[src/rtl/placement_eval.sv]
// rtl/placement_eval.sv - sequential edge wirelength evaluator over external edge and position memories
// One edge per 8 cycles: fetch endpoints, fetch both positions, take |dx|,|dy|, accumulate.
module placement_eval #(
  parameter int N_EDGE = 42,
  parameter int DW     = 32
) (
  input  logic          clk,
  input  logic          reset,
  input  logic          start,
  output logic          re_edge,
  output logic [DW-1:0] addr_edge,
  input  logic [DW-1:0] edge_a,
  input  logic [DW-1:0] edge_b,
  output logic          re_pos,
  output logic [DW-1:0] addr_pos,
  input  logic [DW-1:0] pos_x,
  input  logic [DW-1:0] pos_y,
  output logic          busy,
  output logic          done,
  output logic [DW-1:0] sum,
  output logic [DW-1:0] sum_1hop,
  output logic          err
);

  typedef enum logic [3:0] {
    IDLE, EDGE, EDGE_W, POS_A, POS_A_W, POS_B, POS_B_W, DIFF, ACC, DONE
  } state_t;

  localparam logic [DW-1:0] N_CNT = DW'(N_EDGE);
  localparam logic [DW-1:0] ONE   = DW'(1);
  localparam logic [DW-1:0] ONES  = '1;

  state_t        state;
  logic [DW-1:0] i, ra, rb, ax, ay, bx, by, dx, dy;
  logic [DW-1:0] diff_x, diff_y, half_x, half_y, i_next;
  logic          any_unplaced;

  assign diff_x       = ax - bx;
  assign diff_y       = ay - by;
  // Rounded-up half distance: (d >> 1) + d[0]
  assign half_x       = (dx >> 1) + {{(DW-1){1'b0}}, dx[0]};
  assign half_y       = (dy >> 1) + {{(DW-1){1'b0}}, dy[0]};
  assign i_next       = i + ONE;
  assign any_unplaced = (ax == ONES) || (ay == ONES) || (bx == ONES) || (by == ONES);

  assign re_edge   = (state == EDGE);
  assign addr_edge = re_edge ? i : '0;
  assign re_pos    = (state == POS_A) || (state == POS_B);
  assign addr_pos  = (state == POS_A) ? ra : (state == POS_B) ? rb : '0;

  always_ff @(posedge clk) begin
    if (reset) begin
      state    <= IDLE;
      i        <= '0;
      ra       <= '0;
      rb       <= '0;
      ax       <= '0;
      ay       <= '0;
      bx       <= '0;
      by       <= '0;
      dx       <= '0;
      dy       <= '0;
      sum      <= '0;
      sum_1hop <= '0;
      err      <= 1'b0;
      busy     <= 1'b0;
      done     <= 1'b0;
    end else begin
      done <= 1'b0;
      case (state)
        IDLE: begin
          if (start) begin
            i        <= '0;
            sum      <= '0;
            sum_1hop <= '0;
            err      <= 1'b0;
            busy     <= 1'b1;
            if (N_EDGE == 0) begin
              state <= DONE;
              done  <= 1'b1;
            end else begin
              state <= EDGE;
            end
          end
        end
        EDGE:    state <= EDGE_W;
        EDGE_W: begin
          ra    <= edge_a;
          rb    <= edge_b;
          state <= POS_A;
        end
        POS_A:   state <= POS_A_W;
        POS_A_W: begin
          ax    <= pos_x;
          ay    <= pos_y;
          state <= POS_B;
        end
        POS_B:   state <= POS_B_W;
        POS_B_W: begin
          bx    <= pos_x;
          by    <= pos_y;
          state <= DIFF;
        end
        DIFF: begin
          dx    <= diff_x[DW-1] ? ('0 - diff_x) : diff_x;
          dy    <= diff_y[DW-1] ? ('0 - diff_y) : diff_y;
          state <= ACC;
        end
        ACC: begin
          // An unplaced endpoint poisons the run but leaves the totals untouched
          if (any_unplaced) begin
            err <= 1'b1;
          end else begin
            sum      <= sum + dx + dy - ONE;
            sum_1hop <= sum_1hop + half_x + half_y - ONE;
          end
          i <= i_next;
          if (i_next == N_CNT) begin
            state <= DONE;
            done  <= 1'b1;
          end else begin
            state <= EDGE;
          end
        end
        DONE: begin
          state <= IDLE;
          busy  <= 1'b0;
        end
        default: begin
          state <= IDLE;
          busy  <= 1'b0;
        end
      endcase
    end
  end

endmodule

[config.mk]
export PLATFORM = sky130hd
export DESIGN_NAME = placement_eval
export DESIGN_NICKNAME = d
export VERILOG_FILES = /design/src/rtl/placement_eval.sv
export SDC_FILE = /design/constraint.sdc
export NUM_CORES = 1
export LEC_CHECK = 0
export BUFFER_PORTS_ARGS = -buffer_cell sky130_fd_sc_hd__buf_2
export CORE_MARGIN = 5
export CORE_UTILIZATION = 30
export CTS_CLUSTER_SIZE = 8
export DETAILED_ROUTE_END_ITERATION = 16
export GPL_ROUTABILITY_DRIVEN = 0
export HOLD_SLACK_MARGIN = 0.06
export PLACE_DENSITY = 0.43
export SLEW_MARGIN = 15
export SYNTH_ARGS = -nofsm -noshare
export SYNTH_HDL_FRONTEND = slang
export SYNTH_SLANG_ARGS = --single-unit
[constraint.sdc]
create_clock -name clk -period 11.7 [get_ports clk]
set_input_delay 2.34 -clock clk [delete_from_list [all_inputs] [get_ports clk]]
set_output_delay 2.34 -clock clk [all_outputs]
set_load 0.02 [all_outputs]
==> results.sh, run 1 <==
export IMPL_outcome="finished, final reports clean"
export IMPL_critical_path_max_stage_delay_ps=720
export IMPL_vias_per_cell=4.96
export IMPL_maxcap_viol_count=0
export IMPL_start_point_of_the_worst_hold_path="rb[6]$_SDFFE_PP0P_"
export IMPL_avg_cell_area_syn_um2=7.58
export IMPL_clk_lat_worst_skew_ps=620
export IMPL_crit_required_ps=9360
export IMPL_cts_root_buffer_cell="sky130_fd_sc_hd__clkbuf_16"
export IMPL_setup_tns_final_ps=0
export IMPL_synthTopCellsByCount="520 x sky130_fd_sc_hd__nand2_1, 359 x sky130_fd_sc_hd__dfxtp_1, 358 x sky130_fd_sc_hd__a21oi_1, 355 x sky130_fd_sc_hd__inv_1, 217 x sky130_fd_sc_hd__nor2_1"
export IMPL_filler_cell_count_in_the_final_layout=9171
export IMPL_area_growth_syn_to_layout_pct=14.7
export IMPL_final_hold_viol_count=0
export IMPL_post_cts_resized_instances=0
export IMPL_p_leak_nw=12.4
export IMPL_post_cts_setup_buffers=0
export IMPL_synth_unique_cells=101
export IMPL_reg2regPathDepth=14
export IMPL_yosys_area_share_adder_pct=14.3
export IMPL_clock_tree_htree_level_count=2
export IMPL_cp_end_kind="primary output"
export IMPL_grt_max_degree=176
export IMPL_floorplan_initialDensity_pct=30.2
export IMPL_synth_edff_count=0
export IMPL_drtAntennaViolNets=0
export IMPL_timing_fmax_mhz=205
export IMPL_yosys_area_top_type="sky130_fd_sc_hd__dfxtp_1"
export IMPL_post_synth_and_or_nand_nor_area_fraction_pct=21.8
export IMPL_timing_final_crit_share_pct=41.6
export IMPL_synth_xor_area_share_pct=4.77
export IMPL_drt_initial_violations=1319
export IMPL_wl_per_cell_um=17.6
export IMPL_tightest_slew_ps=1110
export IMPL_async_set_or_reset_flop_fraction_in_the_synthesized_netlist_pct=0
export IMPL_irDropWorstVdd_v=0.000105
export IMPL_reg2reg_from="dx[2]$_SDFFE_PP0P_"
export IMPL_grt_pass1_wl_mm=131
export IMPL_top_usage_layer="met2"
export IMPL_numCtsBuffers=52
export IMPL_multi_input_comb_area_um2=16500
export IMPL_grtUsageMet3_pct=2.85
export IMPL_grt_antenna_before_repair=12
export IMPL_synth_compound_area_share_pct=22.9
export IMPL_crit_path_top_delay_cell="sky130_fd_sc_hd__dfxtp_1"
export IMPL_worst_setup_path_start_kind="flip-flop"
export IMPL_post_synthesis_mux_area_share_pct=0.283
export IMPL_storage_cell_area_um2=7190
export IMPL_largest_family_of_logic_cells_by_synthesized_area="compound AO/OA/AOI/OAI gates"
export IMPL_die_area_um2=91500
export IMPL_synth_warnings=0
export IMPL_min_delay_path_depth=2
export IMPL_kind_of_cell_adding_the_most_delay_to_the_critical_path="simple AND/OR/NAND/NOR gates"
export IMPL_drc=0
export IMPL_skew_ps=39.0
export IMPL_synth_top_flop_cell="sky130_fd_sc_hd__dfxtp_1"
export IMPL_clock_tree_buffer_depth=3
export IMPL_grt_use_met1_pct=26.1
export IMPL_first_global_vias=22400
export IMPL_post_synth_inst_count=3385
export IMPL_drt_pass1_iterations=5
export IMPL_tritoncts_clock_tree="done"
export IMPL_port_buffer_count=263
export IMPL_syn_cell_area_um2=25700
export IMPL_finalWirelength_mm=83.2
export IMPL_synth_seq_cells=359
export IMPL_critical_path_arrival_ps=2530
export IMPL_finish_net_count=3937
export IMPL_reg2reg_to="sum_1hop[31]$_SDFFE_PP0P_"
export IMPL_maximum_fanout_along_the_worst_path=33
export IMPL_placementRows=107
export IMPL_timing_final_crit_period_ps=4870
export IMPL_report_final_slew_viol_count=0
export IMPL_series_of_cell_instances_along_the_critical_path="nand2b_1, nor2_2, buf_4, or2_2, buf_2"
export IMPL_postSynthNetCount=3771
export IMPL_clk_sink_count=359
export IMPL_num_vias=23400
export IMPL_die_w_um=302
export IMPL_pin_count=264
export IMPL_layout_drive_gt1_share_pct=11.2
export IMPL_yosys_top_cells_area="sky130_fd_sc_hd__dfxtp_1 28%, sky130_fd_sc_hd__ha_1 9.3%, sky130_fd_sc_hd__nand2_1 7.6%"
export IMPL_setup_slack_on_the_worst_flop_to_flop_path_ps=7140
export IMPL_postCtsHoldBufs=0
export IMPL_critical_path_buffers_and_inverters=2
export IMPL_layout_core_utilization_pct=34.6
export IMPL_groute_usage_overall_pct=17.7
export IMPL_post_synth_top_count_cell="sky130_fd_sc_hd__nand2_1"
export IMPL_worst_rel_slew_slack_pct=25.9
export IMPL_synth_yosys_seq_area_share_pct=28.0
export IMPL_setup_viol=0
export IMPL_placeableCoreArea_um2=85000
export IMPL_min_path_type="flip-flop to flip-flop"
export IMPL_clkTransAtPathRegs_ps=50
export IMPL_rsz0062_at_grt="false"
export IMPL_die_y_um=302
export IMPL_worstHoldEndpoint="rb[6]$_SDFFE_PP0P_"
export IMPL_globalRouteOverflowTotal=0
export IMPL_timing_setup_critical_path_class="flip-flop to primary output"
export IMPL_grtUsageMet2_pct=27.4
export IMPL_post_synth_top_area_fraction_pct=28.0
export IMPL_detailed_place_hpwl_mm=63.1
export IMPL_powerDensity_nw_per_um2=120
[worst max path at each step]
stage	depth (start not counted)	from	endpoint	slack (ps)
detailed placement	8	reset	sum[30]$_SDFFE_PP0P_	7020
global placement	8	reset	sum[30]$_SDFFE_PP0P_	7050
floorplan	14	sum_1hop[5]$_SDFFE_PP0P_	sum_1hop[31]$_SDFFE_PP0P_	7560
global route	5	state[3]$_SDFFE_PP0P_	re_pos	6680
finish	5	state[3]$_SDFFE_PP0P_	re_pos	6830
CTS	4	state[0]$_SDFFE_PP0P_	addr_edge[30]	6600
[through the flow]
stage	power (mW)	area [µm²]	std cells	setup WS, ps	hold slack (ps)
2_1_floorplan	1.94	25700	3385	7560	425
3_3_place_gp	2.17	28000	4641	7050	442
3_5_place_dp	2.16	28000	4641	7020	447
4_1_cts	3.59	29400	4710	6600	454
5_1_grt	3.72	29400	4710	6680	471
6_report	3.53	29400	4716	6830	451
[layout make-up]
| class | count | share of cell area (%) |
|---|---|---|
| sequential | 359 | 24.4 |
| tap | 1144 | 4.86 |
| antenna | 6 | 0.0510 |
| inverter | 355 | 4.53 |
| clock inverter | 3 | 0.153 |
| timing repair buffer | 285 | 5.11 |
| clock buffer | 66 | 4.70 |
| multi-input combinational | 2498 | 56.2 |
[per-layer routing]
metal  share of wire, %  routed length [µm]
met5               0.11                  95
met2                 43               36100
met3                4.2                3460
met4                1.7                1450
met1                 51               42100
[tightest hold or removal path, cell delays in order, from the launching register on]
cell and delay (ps):
sky130_fd_sc_hd__dfxtp_1 300, sky130_fd_sc_hd__nand2_1 50, sky130_fd_sc_hd__a21oi_1 50
[cell usage in the layout (no fill, tap or decap), types with 61 or more instances in the layout]
master / count
sky130_fd_sc_hd__nand2_1: 517
sky130_fd_sc_hd__dfxtp_1: 359
sky130_fd_sc_hd__a21oi_1: 358
sky130_fd_sc_hd__inv_1: 355
sky130_fd_sc_hd__buf_2: 262
sky130_fd_sc_hd__nor2_1: 214
sky130_fd_sc_hd__ha_1: 190
sky130_fd_sc_hd__o21ai_0: 127
sky130_fd_sc_hd__xnor2_1: 85
sky130_fd_sc_hd__a21o_1: 82
sky130_fd_sc_hd__fa_1: 65
sky130_fd_sc_hd__and2_1: 64
sky130_fd_sc_hd__a31oi_1: 63
sky130_fd_sc_hd__nand4_1: 62
sky130_fd_sc_hd__nand3_1: 61
[kinds of logic after synthesis]
family | Yosys count
AO/OA/AOI/OAI | 914
flip-flops | 359
AND/OR/NAND/NOR | 1183
XOR/XNOR | 139
buffers and inverters | 528
multiplexers | 7
adder cells (fa/ha/maj) | 255
[where the power goes]
| group | leakage [nW] | internal, mW | switching (mW) |
|---|---|---|---|
| Clock | 0.697 | 0.813 | 0.575 |
| Sequential | 2.90 | 1.24 | 0.0146 |
| Combinational | 8.78 | 0.329 | 0.552 |
| Total | 12.4 | 2.39 | 1.14 |
[sequential cells by signal (all words and copies together), names as in the netlist]
signal / cells
ax: 32
ay: 32
busy: 1
bx: 32
by: 32
done: 1
dx: 32
dy: 32
err: 1
i: 32
ra: 32
rb: 32
state: 4
sum: 32
sum_1hop: 32
Note: power is estimated with default switching activity, not from simulation.
==> run 2, diff against run 1 <==
Settings changed: ABC_AREA set to 1.
Clock period 11.7 ns to 4.5 ns, I/O delays scaled along.
==> results.sh, run 2 <==
export IMPL_outcome="finished, final reports clean"
export IMPL_clk_sink_count=359
export IMPL_setup_viol=0
export IMPL_maxcap_viol_count=0
export IMPL_mostFrequentLayoutCell="sky130_fd_sc_hd__nand2_1"
export IMPL_num_vias=26400
export IMPL_final_hold_viol_count=0
export IMPL_synth_yosys_seq_area_share_pct=26.2
export IMPL_clock_tree_htree_level_count=2
export IMPL_post_synthesis_mux_area_share_pct=0
export IMPL_layout_drive_gt1_share_pct=10.8
export IMPL_rsz0062_at_grt="false"
export IMPL_timing_final_crit_period_ps=3840
export IMPL_irDropWorstVdd_v=0.000509
export IMPL_finalHoldWorstSlack_ps=460
export IMPL_finalWirelength_mm=95.0
export IMPL_report_final_slew_viol_count=0
export IMPL_grt_max_degree=133
export IMPL_synth_unique_cells=54
export IMPL_wl_per_cell_um=16.6
export IMPL_critical_path_arrival_ps=4330
export IMPL_timing_setup_critical_path_class="flip-flop to flip-flop"
export IMPL_cts_root_buffer_cell="sky130_fd_sc_hd__clkbuf_16"
export IMPL_drt_pass1_iterations=5
export IMPL_critical_path_max_stage_delay_ps=490
export IMPL_series_of_cell_instances_along_the_critical_path="inv_1, ha_1, fa_1, inv_1, ha_1, fa_1, nand2_1, inv_1, o21ai_0, nand2_1, nand2_1, nand2_1, a21oi_1, o21ai_0, nand2_1, nand2_1, or2_2, nand3_1, a21oi_1"
export IMPL_tightest_slew_ps=985
export IMPL_powerDensity_nw_per_um2=710
export IMPL_placeableCoreArea_um2=91200
export IMPL_port_buffer_count=263
export IMPL_filler_cell_count_in_the_final_layout=10200
export IMPL_post_cts_resized_instances=0
export IMPL_synth_seq_cells=359
export IMPL_synth_xor_area_share_pct=2.64
export IMPL_grt_pass1_wl_mm=148
export IMPL_drt_initial_violations=1379
export IMPL_post_cts_setup_buffers=0
export IMPL_post_synth_inst_count=4307
export IMPL_worst_slack_ps=661
export IMPL_floorplan_initialDensity_pct=30.1
export IMPL_clk_lat_worst_skew_ps=630
export IMPL_async_set_or_reset_flop_fraction_in_the_synthesized_netlist_pct=0
export IMPL_vias_per_cell=4.62
export IMPL_timing_final_crit_share_pct=85.3
export IMPL_tritoncts_clock_tree="done"
export IMPL_yosys_top_cells_area="sky130_fd_sc_hd__dfxtp_1 26%, sky130_fd_sc_hd__nand2_1 14%, sky130_fd_sc_hd__inv_1 10%"
export IMPL_syn_cell_area_um2=27500
export IMPL_numCtsBuffers=54
export IMPL_post_synth_top_count_cell="sky130_fd_sc_hd__nand2_1"
export IMPL_placementRows=111
export IMPL_min_path_type="flip-flop to flip-flop"
export IMPL_path_common_cell="sky130_fd_sc_hd__nand2_1"
export IMPL_timing_fmax_mhz=260
export IMPL_drtAntennaViolNets=0
export IMPL_final_cell_mix="999 x sky130_fd_sc_hd__nand2_1, 738 x sky130_fd_sc_hd__inv_1, 504 x sky130_fd_sc_hd__nor2_1"
export IMPL_worst_rel_slew_slack_pct=34.2
export IMPL_pin_count=264
export IMPL_synth_top_flop_cell="sky130_fd_sc_hd__dfxtp_1"
export IMPL_synth_compound_area_share_pct=14.9
export IMPL_crit_required_ps=5000
export IMPL_crit_path_top_delay_cell="sky130_fd_sc_hd__fa_1"
export IMPL_largest_family_of_logic_cells_by_synthesized_area="simple AND/OR/NAND/NOR gates"
export IMPL_postSynthNetCount=4693
export IMPL_synthTopCellsByCount="1,000 x sky130_fd_sc_hd__nand2_1, 742 x sky130_fd_sc_hd__inv_1, 507 x sky130_fd_sc_hd__nor2_1, 363 x sky130_fd_sc_hd__a21oi_1, 359 x sky130_fd_sc_hd__dfxtp_1"
export IMPL_clkTransAtPathRegs_ps=60
export IMPL_yosys_area_top_type="sky130_fd_sc_hd__dfxtp_1"
export IMPL_storage_cell_area_um2=7190
export IMPL_synth_edff_count=0
export IMPL_post_synth_and_or_nand_nor_area_fraction_pct=30.7
export IMPL_setup_tns_final_ps=0
export IMPL_final_power_mw=22.4
export IMPL_detailed_place_hpwl_mm=75.2
export IMPL_multi_input_comb_area_um2=17000
export IMPL_die_w_um=313
export IMPL_layout_core_utilization_pct=34.5
export IMPL_placement_setup_worst_slack_ps=646
export IMPL_die_area_um2=97700
export IMPL_postCtsHoldBufs=0
export IMPL_area_growth_syn_to_layout_pct=14.6
export IMPL_finish_net_count=4904
export IMPL_skew_ps=19.9
export IMPL_die_y_um=313
export IMPL_grt_antenna_before_repair=15
export IMPL_first_global_vias=25500
export IMPL_cp_end_kind="flip-flop"
export IMPL_avg_cell_area_syn_um2=6.38
export IMPL_clock_tree_buffer_depth=3
export IMPL_globalRouteOverflowTotal=0
export IMPL_yosys_area_share_adder_pct=13.4
export IMPL_maximum_fanout_along_the_worst_path=3
export IMPL_p_leak_nw=15.7
export IMPL_worst_setup_path_start_kind="flip-flop"
export IMPL_post_synth_top_area_fraction_pct=26.2
export IMPL_groute_usage_overall_pct=18.8
export IMPL_drc=0
export IMPL_synth_warnings=0
-- run 2: cell count changes after synthesis, moves of 65 or more --
cell | before | now
sky130_fd_sc_hd__nand2_1 | 520 | 1000
sky130_fd_sc_hd__inv_1 | 355 | 742
sky130_fd_sc_hd__nor2_1 | 217 | 507
sky130_fd_sc_hd__o21ai_0 | 127 | 296
sky130_fd_sc_hd__nand3_1 | 63 | 175
sky130_fd_sc_hd__a21o_1 | 82 | 13
sky130_fd_sc_hd__xnor2_1 | 85 | 20
-- run 2: power by group --
part / total (mW) / internal [mW] / switching (mW) / leakage (nW)
logic: 14.8 / 4.42 / 10.4 / 12.1
clock network: 3.80 / 2.20 / 1.59 / 0.735
registers: 3.74 / 3.52 / 0.215 / 2.90
-- run 2: final timing paths --
check | from | end | slack (ps) | cells past startpoint
hold reg to reg | busy$_SDFFE_PP0P_ | busy$_SDFFE_PP0P_ | 460 | 2
setup / recovery | sum_1hop[0]$_SDFFE_PP0P_ | sum_1hop[24]$_SDFFE_PP0P_ | 660 | 19
setup reg to reg | sum_1hop[0]$_SDFFE_PP0P_ | sum_1hop[24]$_SDFFE_PP0P_ | 660 | 19
hold / removal | busy$_SDFFE_PP0P_ | busy$_SDFFE_PP0P_ | 460 | 2
-- run 2: critical path: cells and delay by family, from the launching register on --
kind	cells	cell delay, ps
adder cells (fa/ha/maj)	4	1460
AND/OR/NAND/NOR	8	900
AO/OA/AOI/OAI	4	850
flip-flops	1	350
buffers and inverters	3	140
-- run 2: cell families after synthesis --
kind of cell             count (synthesis)
AO/OA/AOI/OAI                          763
XOR/XNOR                                82
adder cells (fa/ha/maj)                255
buffers and inverters                  878
flip-flops                             359
AND/OR/NAND/NOR                       1970
-- run 2: final cells by class --
class,instances,area share (%)
flip-flops and latches,359,22.8
well taps,1186,4.71
clock buffers,66,4.56
diodes,4,0.0318
clock inverters,8,0.195
inverters,750,8.96
multi-input cells,3070,54.0
repair buffers,283,4.75
-- run 2: per-stage QoR --
stage	std cells	cell area (µm²)
final	5726	31500
after global routing	5726	31500
after CTS	5722	31500
after detailed placement	5648	30000
after global placement	5648	30000
after floorplan	4307	27500
-- run 2: layer usage --
metal  routed length (µm)  part of all wire, %  GRT usage (%)
met4                 2370                  2.5           4.78
met3                 3470                  3.7           2.79
met1                47300                   50           26.5
met2                41800                   44           30.3
met5                   82                0.086              0
